File: config.mk
export PLATFORM = sky130hd
export DESIGN_NAME = ft_recovery_sequencer
export DESIGN_NICKNAME = d
export VERILOG_FILES = /design/src/rtl/ft_recovery_sequencer.sv
export SDC_FILE = /design/constraint.sdc
export NUM_CORES = 2
export LEC_CHECK = 0
export BUFFER_PORTS_ARGS = -buffer_cell sky130_fd_sc_hd__buf_2
export CAP_MARGIN = 20
export CELL_PAD_IN_SITES_DETAIL_PLACEMENT = 0
export CELL_PAD_IN_SITES_GLOBAL_PLACEMENT = 1
export CORE_AREA = 2 2 454 456
export CTS_CLUSTER_DIAMETER = 50
export DETAILED_ROUTE_END_ITERATION = 10
export DIE_AREA = 0 0 456 458
export PLACE_DENSITY = 0.48
export SKIP_LAST_GASP = 1
export SLEW_MARGIN = 20
export SYNTH_ARGS = -nofsm -noshare
export SYNTH_HDL_FRONTEND = slang
export SYNTH_SLANG_ARGS = --single-unit
File: constraint.sdc
create_clock -name clk_i -period 8.35 [get_ports clk_i]
set_clock_uncertainty 0.05 [all_clocks]
set_input_delay 0.835 -clock clk_i [delete_from_list [all_inputs] [get_ports clk_i]]
set_output_delay 0.835 -clock clk_i [all_outputs]
set_load 0.005 [all_outputs]
File: src/rtl/ft_recovery_sequencer.sv
// Lockstep checker and rollback sequencer for the dual zeroriscy core: compares
// both regfile write ports every cycle, keeps a shadow GPR file plus the last
// agreed PC, and on disagreement halts both cores and rewrites their state.
// Ports:
//   clk_i, rst_ni                  clock, async active-low reset
//   we/waddr/wdata_{a,b}_i, pc_i   regfile write ports of both cores, core 0 PC
//   halted_{a,b}_i, gnt_{a,b}_i    debug_halted / debug_gnt from each core
//   halt_o, resume_o               debug halt request, one-cycle resume pulse
//   dbg_req/we/addr/wdata_o        shared debug write port to both cores
//   busy_o, err_count_o            not-IDLE flag, saturating mismatch count
// All outputs are registered: they are computed from the next state and loaded
// on the same edge that loads the state register.
module ft_recovery_sequencer #(
  parameter logic [14:0] DBG_GPR_BASE = 15'h400,
  parameter logic [14:0] DBG_NPC_ADDR = 15'h2000,
  parameter logic [31:0] BOOT_ADDR    = 32'h0000_0080,
  parameter int unsigned CNT_WIDTH    = 8
) (
  input  logic                 clk_i,
  input  logic                 rst_ni,
  input  logic                 we_a_i,
  input  logic                 we_b_i,
  input  logic [4:0]           waddr_a_i,
  input  logic [4:0]           waddr_b_i,
  input  logic [31:0]          wdata_a_i,
  input  logic [31:0]          wdata_b_i,
  input  logic [31:0]          pc_i,
  input  logic                 halted_a_i,
  input  logic                 halted_b_i,
  input  logic                 gnt_a_i,
  input  logic                 gnt_b_i,
  output logic                 halt_o,
  output logic                 resume_o,
  output logic                 dbg_req_o,
  output logic                 dbg_we_o,
  output logic [14:0]          dbg_addr_o,
  output logic [31:0]          dbg_wdata_o,
  output logic                 busy_o,
  output logic [CNT_WIDTH-1:0] err_count_o
);

  typedef enum logic [2:0] {
    S_IDLE,
    S_HALT,
    S_WR_REG,
    S_WR_PC,
    S_RESUME
  } state_t;

  state_t               r_state, w_state_nxt;
  logic [4:0]           r_idx, w_idx_nxt;
  logic                 r_ga, r_gb, w_ga_nxt, w_gb_nxt;
  logic [CNT_WIDTH-1:0] r_err_cnt, w_err_nxt;
  logic [31:0]          r_shadow [32];
  logic [31:0]          r_spc;

  logic                 r_halt, r_resume, r_dbg_req, r_dbg_we, r_busy;
  logic [14:0]          r_dbg_addr;
  logic [31:0]          r_dbg_wdata;

  logic                 w_halt_nxt, w_resume_nxt, w_req_nxt, w_busy_nxt;
  logic [14:0]          w_addr_nxt;
  logic [31:0]          w_wdata_nxt;

  logic                 w_mismatch, w_agree;
  logic                 w_ga_seen, w_gb_seen, w_xfer_done;

  assign w_mismatch = (we_a_i != we_b_i) ||
                      (we_a_i && we_b_i &&
                       ((waddr_a_i != waddr_b_i) || (wdata_a_i != wdata_b_i)));
  assign w_agree    = we_a_i && we_b_i &&
                      (waddr_a_i == waddr_b_i) && (wdata_a_i == wdata_b_i);

  // A transfer completes on the cycle where both grants have been seen,
  // counting a grant arriving this very cycle; grants only count while the
  // request is actually on the bus.
  assign w_ga_seen   = r_ga || gnt_a_i;
  assign w_gb_seen   = r_gb || gnt_b_i;
  assign w_xfer_done = r_dbg_req && w_ga_seen && w_gb_seen;

  always_comb begin
    w_state_nxt = r_state;
    w_idx_nxt   = r_idx;
    w_ga_nxt    = r_ga;
    w_gb_nxt    = r_gb;
    w_err_nxt   = r_err_cnt;

    case (r_state)
      S_IDLE: begin
        if (w_mismatch) begin
          w_state_nxt = S_HALT;
          if (r_err_cnt != {CNT_WIDTH{1'b1}}) begin
            w_err_nxt = r_err_cnt + {{(CNT_WIDTH-1){1'b0}}, 1'b1};
          end
        end
      end
      S_HALT: begin
        if (halted_a_i && halted_b_i) begin
          w_state_nxt = S_WR_REG;
          w_idx_nxt   = 5'd1;
          w_ga_nxt    = 1'b0;
          w_gb_nxt    = 1'b0;
        end
      end
      S_WR_REG: begin
        if (w_xfer_done) begin
          w_ga_nxt = 1'b0;
          w_gb_nxt = 1'b0;
          if (r_idx == 5'd31) begin
            w_state_nxt = S_WR_PC;
            w_idx_nxt   = 5'd0;
          end else begin
            w_idx_nxt = r_idx + 5'd1;
          end
        end else begin
          w_ga_nxt = w_ga_seen;
          w_gb_nxt = w_gb_seen;
        end
      end
      S_WR_PC: begin
        if (w_xfer_done) begin
          w_state_nxt = S_RESUME;
          w_ga_nxt    = 1'b0;
          w_gb_nxt    = 1'b0;
        end else begin
          w_ga_nxt = w_ga_seen;
          w_gb_nxt = w_gb_seen;
        end
      end
      S_RESUME: w_state_nxt = S_IDLE;
      default:  w_state_nxt = S_IDLE;
    endcase

    // Output values for the state being entered; the shadow file is frozen
    // outside IDLE, so reading it here is stable for the whole transfer.
    w_halt_nxt   = (w_state_nxt == S_HALT) || (w_state_nxt == S_WR_REG) ||
                   (w_state_nxt == S_WR_PC);
    w_req_nxt    = (w_state_nxt == S_WR_REG) || (w_state_nxt == S_WR_PC);
    w_resume_nxt = (w_state_nxt == S_RESUME);
    w_busy_nxt   = (w_state_nxt != S_IDLE);
    w_addr_nxt   = 15'h0;
    w_wdata_nxt  = 32'h0;
    if (w_state_nxt == S_WR_REG) begin
      w_addr_nxt  = DBG_GPR_BASE + {8'h00, w_idx_nxt, 2'b00};
      w_wdata_nxt = r_shadow[w_idx_nxt];
    end else if (w_state_nxt == S_WR_PC) begin
      w_addr_nxt  = DBG_NPC_ADDR;
      w_wdata_nxt = r_spc;
    end
  end

  always_ff @(posedge clk_i or negedge rst_ni) begin
    if (!rst_ni) begin
      r_state     <= S_IDLE;
      r_idx       <= 5'd0;
      r_ga        <= 1'b0;
      r_gb        <= 1'b0;
      r_err_cnt   <= '0;
      r_halt      <= 1'b0;
      r_resume    <= 1'b0;
      r_dbg_req   <= 1'b0;
      r_dbg_we    <= 1'b0;
      r_dbg_addr  <= 15'h0;
      r_dbg_wdata <= 32'h0;
      r_busy      <= 1'b0;
    end else begin
      r_state     <= w_state_nxt;
      r_idx       <= w_idx_nxt;
      r_ga        <= w_ga_nxt;
      r_gb        <= w_gb_nxt;
      r_err_cnt   <= w_err_nxt;
      r_halt      <= w_halt_nxt;
      r_resume    <= w_resume_nxt;
      r_dbg_req   <= w_req_nxt;
      r_dbg_we    <= w_req_nxt;
      r_dbg_addr  <= w_addr_nxt;
      r_dbg_wdata <= w_wdata_nxt;
      r_busy      <= w_busy_nxt;
    end
  end

  // Shadow state captures only writes both cores agree on. Entry 0 is never
  // written, so x0 always reads back as zero.
  always_ff @(posedge clk_i or negedge rst_ni) begin
    if (!rst_ni) begin
      for (int i = 0; i < 32; i++) begin
        r_shadow[i] <= 32'h0;
      end
      r_spc <= BOOT_ADDR;
    end else if ((r_state == S_IDLE) && w_agree) begin
      if (waddr_a_i != 5'd0) begin
        r_shadow[waddr_a_i] <= wdata_a_i;
      end
      r_spc <= pc_i;
    end
  end

  assign halt_o      = r_halt;
  assign resume_o    = r_resume;
  assign dbg_req_o   = r_dbg_req;
  assign dbg_we_o    = r_dbg_we;
  assign dbg_addr_o  = r_dbg_addr;
  assign dbg_wdata_o = r_dbg_wdata;
  assign busy_o      = r_busy;
  assign err_count_o = r_err_cnt;

endmodule

[After elaboration in Yosys (flattened, before gate mapping)]
Index checks and enable logic that the tools add are counted.
Storage, ports and cells
  bits of input ports: 114
  output and inout bits: 60
  logic and storage cells: 116
  flip-flop bits (word level): 1125
Operators by class
  bitwise gates (word level): 2
  reduce and logical (&&, ||, !) cells: 24
  multiplexer cells: 25
  $lt $le $gt $ge: 3
  eq/ne operators: 15
  add/sub/neg operators: 3
Operators with widths (number)
  $bwmux 1024: 1
  $bmux 32 s5: 1
  $demux 32 s5: 1
  $mux 32: 5
  $eq 32x32->1: 1
  $ne 32x32->1: 1
  $mux 14: 2
  $mux 3: 5
  $mux 5: 3
  $add 11x7->12 const A: 1
  $eq 3x2->1 const B: 4
  $ge 6x6->1 const B: 2
  $not 5->6: 2
  $pmux 3 s4: 1
  $pmux 5 s2: 1
  $logic_and 1x1->1: 9
  $add 8x1->8 const B: 1
  $ne 8x8->1 const B: 1
  $logic_or 1x1->1: 7
  $eq 3x1->1 const B: 2
  $lt 6x1->1 const B: 1
  $add 5x1->5 const B: 1
  $eq 5x5->1: 1
  $eq 5x5->1 const B: 1
  other kinds (13): 17

[Longest topological paths before layout]
  depth after elaboration: 10
  mapped depth: 14
  gate-level depth less buffers: 11

[Worst setup path after synthesis]
No wires, ideal clock.
  path type: input-to-reg
  from: in waddr_a_i[1]
  to: reg r_shadow[10] (netlist bit)
  setup time: 0.128 ns
  arrival: 3.037 ns
  stages on the path: 11
  path slack: 5.135 ns
  cell sequence: clkbuf_1 xnor2_1 nand4_1 nor4_1 nand4_1 inv_1 and3_1 buf_2 nand4_1 buf_2 mux2_1
Between the ends
  word-level cells in the longest chain between the ends: 6
  elaborated cells between the ends (all ways): 13
RTL lines
  start, declared: line 23  | input logic [4:0] waddr_a_i,
  $not 5->6 (implied by the code): line 192  | r_shadow[waddr_a_i] <= wdata_a_i;
  $ge 6x6->1 (implied by the code) / $lt 6x1->1 (equally long branches): line 192
  $logic_and 1x1->1 (implied by the code): line 192
  $mux 32 (implied by the code): line 192
  $demux 32 s5: line 192
  $bwmux 1024: line 192
  end signal, assigned by index: line 192
  end, declared: line 54  | logic [31:0] r_shadow [32];
Parallel ways exist; a longest one is shown, timed or not.
A chain may end at the register's enable or synchronous reset.

[Worst setup path after layout]
  from: in wdata_a_i[19]
  to: reg r_shadow[800] (netlist bit)
Between the ends
  word-level cells in the longest chain between the ends: 4
RTL lines
  start, declared: line 25  | input logic [31:0] wdata_a_i,
  $eq 32x32->1: line 72  | (waddr_a_i == waddr_b_i) && (wdata_a_i == wdata_b_i);
  $logic_and 1x1->1: line 72
  $logic_and 1x1->1: line 190  | end else if ((r_state == S_IDLE) && w_agree) begin
  $reduce_and 2->1 (no line)
Every way passes these cells.

==> impl_metrics.json <==
{
  "routed_wire_length_per_instance_um": 24.6,
  "cp-end-kind": "flip-flop",
  "layout_worst_path_cycle_share_pct": 70.0,
  "floorplan.die.height_um": 458,
  "crit_fanout": 37,
  "ys.flop_type": "sky130_fd_sc_hd__dfrtp_1",
  "synth_enable_flop_cells": 0,
  "vdd.ir_drop.worst_uv": 362,
  "worst-r2r-cell-count": 10,
  "ctsResizeCount": 0,
  "dieArea_um2": 209000,
  "worst-endpoint-required_ps": 8950,
  "syn-cell-area_um2": 50800,
  "yosysTopAreaCell": "sky130_fd_sc_hd__dfrtp_1",
  "syn_area_per_cell_um2": 11.9,
  "synth.top_cell.area_share_pct": 54.9,
  "cp_slowest_stage_delay_ps": 930,
  "tns_ps": 0,
  "groute.usage.overall_pct": 16.4,
  "worst_path_most_repeated_cell": "sky130_fd_sc_hd__nand4_1",
  "vias_per_cell": 4.85,
  "post_synth_main_area_contributors": "sky130_fd_sc_hd__dfrtp_1 55%, sky130_fd_sc_hd__mux2_2 22%, sky130_fd_sc_hd__nand2_1 5.2%",
  "placement.io_buffers": 165,
  "postSynthCellCount": 4260,
  "tritoncts_clock_tree": "built",
  "drt_first_pass_iters": 5,
  "power.leakage_nw": 28.0,
  "io_pins": 174,
  "powerDensity_nw_per_um2": 283,
  "finalSetupViolCount": 0,
  "final_max_slew_viol_count": 0,
  "worst_r2r_startpoint": "r_state[0]",
  "seq_area_frac_synth_pct": 55.0,
  "regToRegSetupSlack_ps": 3430,
  "worst_path_dominant_cell_family": "simple AND/OR/NAND/NOR gates",
  "postRouteAntennaNets": 0,
  "hold-worst-slack_ps": 67.8,
  "pin_count_of_the_biggest_net_entering_global_routing": 160,
  "clock_tree.buffer_depth": 3,
  "placementRows": 166,
  "nets": 4324,
  "grt_setup_unrepaired": "no",
  "worst-slew-pin-transition_ps": 1180,
  "critical_path.reg2reg.endpoint": "dbg_wdata_o[26]",
  "setup.worst_path.class": "primary input to flip-flop",
  "area_delta_synth_final_pct": 16.6,
  "first_global_vias": 35000,
  "flip_flop_and_latch_count_after_synthesis": 1117,
  "detailed_place_hpwl_mm": 99.3,
  "synth_async_sr_flop_share_pct": 100,
  "cts.root.buffer_cell": "sky130_fd_sc_hd__clkbuf_16",
  "initial_utilization_pct": 25.0,
  "die_w_um": 456,
  "yosysWarningCount": 0,
  "maxClockFrequency_mhz": 171,
  "timing.critical_path.arrival_ps": 6450,
  "startpoint_type": "primary input",
  "crit_path_cell_trace": "buf_2 > xnor2_1 > nand4_1 > nor4_1 > nand4_1 > buf_4 > nor3b_1 > nand2_4 > mux2_2",
  "detailedRoute.firstIterationViolations": 2068,
  "clk_latency_ps": 790,
  "post_cts.repair.setup_buffers": 0,
  "status": "complete, no violations",
  "drv_cap": 0,
  "finalWirelength_mm": 173,
  "vias": 34000,
  "numCtsBuffers": 148,
  "tritoncts_sinks": 1117,
  "h_tree_levels": 4,
  "drive_above_1_share_pct": 35.2,
  "coreArea_um2": 204000,
  "holdCritPathClass": "primary input to async pin",
  "crit_path_top_delay_cell": "sky130_fd_sc_hd__nor3b_1",
  "timing.slew.headroom_pct": 20.9,
  "clk_pin_slew_worst_paths_ps": 50,
  "grt_antenna_before_repair": 6,
  "timing.final.hold_violations": 0,
  "critPathBufInv": 2,
  "number_of_distinct_library_cells_after_synthesis": 53,
  "cts_hold_buffers": 0,
  "grt.overflow.total": 0,
  "post-route-min-period_ps": 5840,
  "fill_cells": 20800,
  "place.gp.congestion": 0.770,
  "global_route_wire_length_before_repair_mm": 254,
  "drcViolationCount": 0
}
## placed cells by master, fill, tap and decap left out, types with 8 or more instances in the layout
master,netlist,final
sky130_fd_sc_hd__a221oi_1,63,63
sky130_fd_sc_hd__clkbuf_1,241,30
sky130_fd_sc_hd__a221o_1,31,31
sky130_fd_sc_hd__a211oi_1,31,31
sky130_fd_sc_hd__and3_1,10,8
sky130_fd_sc_hd__nand2_4,0,8
sky130_fd_sc_hd__clkbuf_8,0,19
sky130_fd_sc_hd__buf_2,114,164
sky130_fd_sc_hd__clkinv_2,0,22
sky130_fd_sc_hd__buf_12,0,17
sky130_fd_sc_hd__nand3_1,47,46
sky130_fd_sc_hd__mux2_2,996,996
sky130_fd_sc_hd__nand2_1,705,685
sky130_fd_sc_hd__nor2_4,0,10
sky130_fd_sc_hd__clkbuf_16,0,154
sky130_fd_sc_hd__inv_1,9,9
sky130_fd_sc_hd__nand4_1,14,14
sky130_fd_sc_hd__a31oi_1,34,34
sky130_fd_sc_hd__mux2i_1,65,65
sky130_fd_sc_hd__xnor2_1,40,38
sky130_fd_sc_hd__inv_6,0,10
sky130_fd_sc_hd__a21oi_1,319,318
sky130_fd_sc_hd__a22oi_1,62,62
sky130_fd_sc_hd__mux2_1,30,30
sky130_fd_sc_hd__buf_4,13,52
sky130_fd_sc_hd__bufinv_16,0,18
sky130_fd_sc_hd__conb_1,1,8
sky130_fd_sc_hd__dfrtp_1,1116,1116
sky130_fd_sc_hd__nand2_2,0,12
sky130_fd_sc_hd__a32oi_1,157,157
sky130_fd_sc_hd__o21ai_0,10,9
## layer usage
metal / part of all wire [%] / global-route usage (%)
met1: 45 / 21.5
met2: 49 / 27.9
met3: 2.6 / 2.01
met4: 3.1 / 5.64
met5: 0.012 / 0
## state kept, by name, indices dropped and copies added, names as in the netlist, 3 cells and up
register / cells
r_shadow: 1024
dbg_wdata_o: 32
r_spc: 32
err_count_o: 8
dbg_addr_o: 7
r_idx: 5
r_state: 3
## worst max path at each step
stage / from / depth (start not counted) / slack (ps) / end
after CTS: wdata_a_i[19] / 9 / 2350 / r_shadow[810]
after detailed placement: wdata_a_i[19] / 9 / 1500 / r_shadow[810]
final: wdata_a_i[19] / 9 / 2510 / r_shadow[800]
after global placement: wdata_a_i[19] / 9 / 1500 / r_shadow[422]
after floorplan: waddr_a_i[1] / 11 / 5140 / r_shadow[10]
after global routing: wdata_a_i[19] / 9 / 2470 / r_shadow[800]
## cell usage after synthesis (31+ instances only)
| library cell | instances |
|---|---|
| sky130_fd_sc_hd__xnor2_1 | 40 |
| sky130_fd_sc_hd__a221oi_1 | 63 |
| sky130_fd_sc_hd__a211oi_1 | 31 |
| sky130_fd_sc_hd__a32oi_1 | 157 |
| sky130_fd_sc_hd__a31oi_1 | 34 |
| sky130_fd_sc_hd__mux2_2 | 996 |
| sky130_fd_sc_hd__buf_2 | 114 |
| sky130_fd_sc_hd__a22oi_1 | 62 |
| sky130_fd_sc_hd__dfrtp_1 | 1116 |
| sky130_fd_sc_hd__clkbuf_1 | 241 |
| sky130_fd_sc_hd__a21oi_1 | 319 |
| sky130_fd_sc_hd__nand2_1 | 705 |
| sky130_fd_sc_hd__nand3_1 | 47 |
| sky130_fd_sc_hd__a221o_1 | 31 |
| sky130_fd_sc_hd__mux2i_1 | 65 |
| sky130_fd_sc_hd__buf_1 | 68 |
## logic make-up (layout without fill, tap and decap cells)
group / after synthesis / in the layout / synth area share (%)
flops: 1117 / 1117 / 55.0
buf+inv: 457 / 518 / 3.90
simple gates: 827 / 827 / 6.58
compound gates: 719 / 719 / 9.67
fa+ha+maj: 4 / 4 / 0.0985
other cells: 1 / 10 / 0.00738
xor+xnor: 44 / 44 / 0.758
mux: 1091 / 1091 / 24.0
## power breakdown
part	switching, W	leakage [nW]	internal, W
combinational	0.00343	9.89	0.00105
clock	0.00258	2.53	0.00413
sequential	0.0000676	15.6	0.00551
## per-stage QoR
step | worst slack (ps) | cell area [um^2] | cells | util [%] | power [W]
4_1_cts | 2350 | 59300 | 7016 | 29.1 | 0.0171
2_1_floorplan | 5140 | 50900 | 4267 | - | 0.00838
5_1_grt | 2470 | 59300 | 7017 | 29.1 | 0.0176
6_report | 2510 | 59300 | 7018 | 29.1 | 0.0168
3_3_place_gp | 1500 | 54100 | 6743 | 26.5 | 0.0103
3_5_place_dp | 1500 | 54100 | 6744 | 26.6 | 0.0102
## area by class of cell
| cell class | instances | area [um^2] | share of cell area (%) |
|---|---|---|---|
| clock buffer | 203 | 4230 | 7.13 |
| sequential | 1117 | 28000 | 47.1 |
| clock inverter | 69 | 941 | 1.59 |
| inverter | 11 | 53.8 | 0.0907 |
| tap | 2688 | 3360 | 5.67 |
| multi-input combinational | 2693 | 21200 | 35.7 |
| antenna | 2 | 5.00 | 0.00844 |
| timing repair buffer | 235 | 1580 | 2.66 |
No activity file was read; power rests on OpenSTA's default activity.
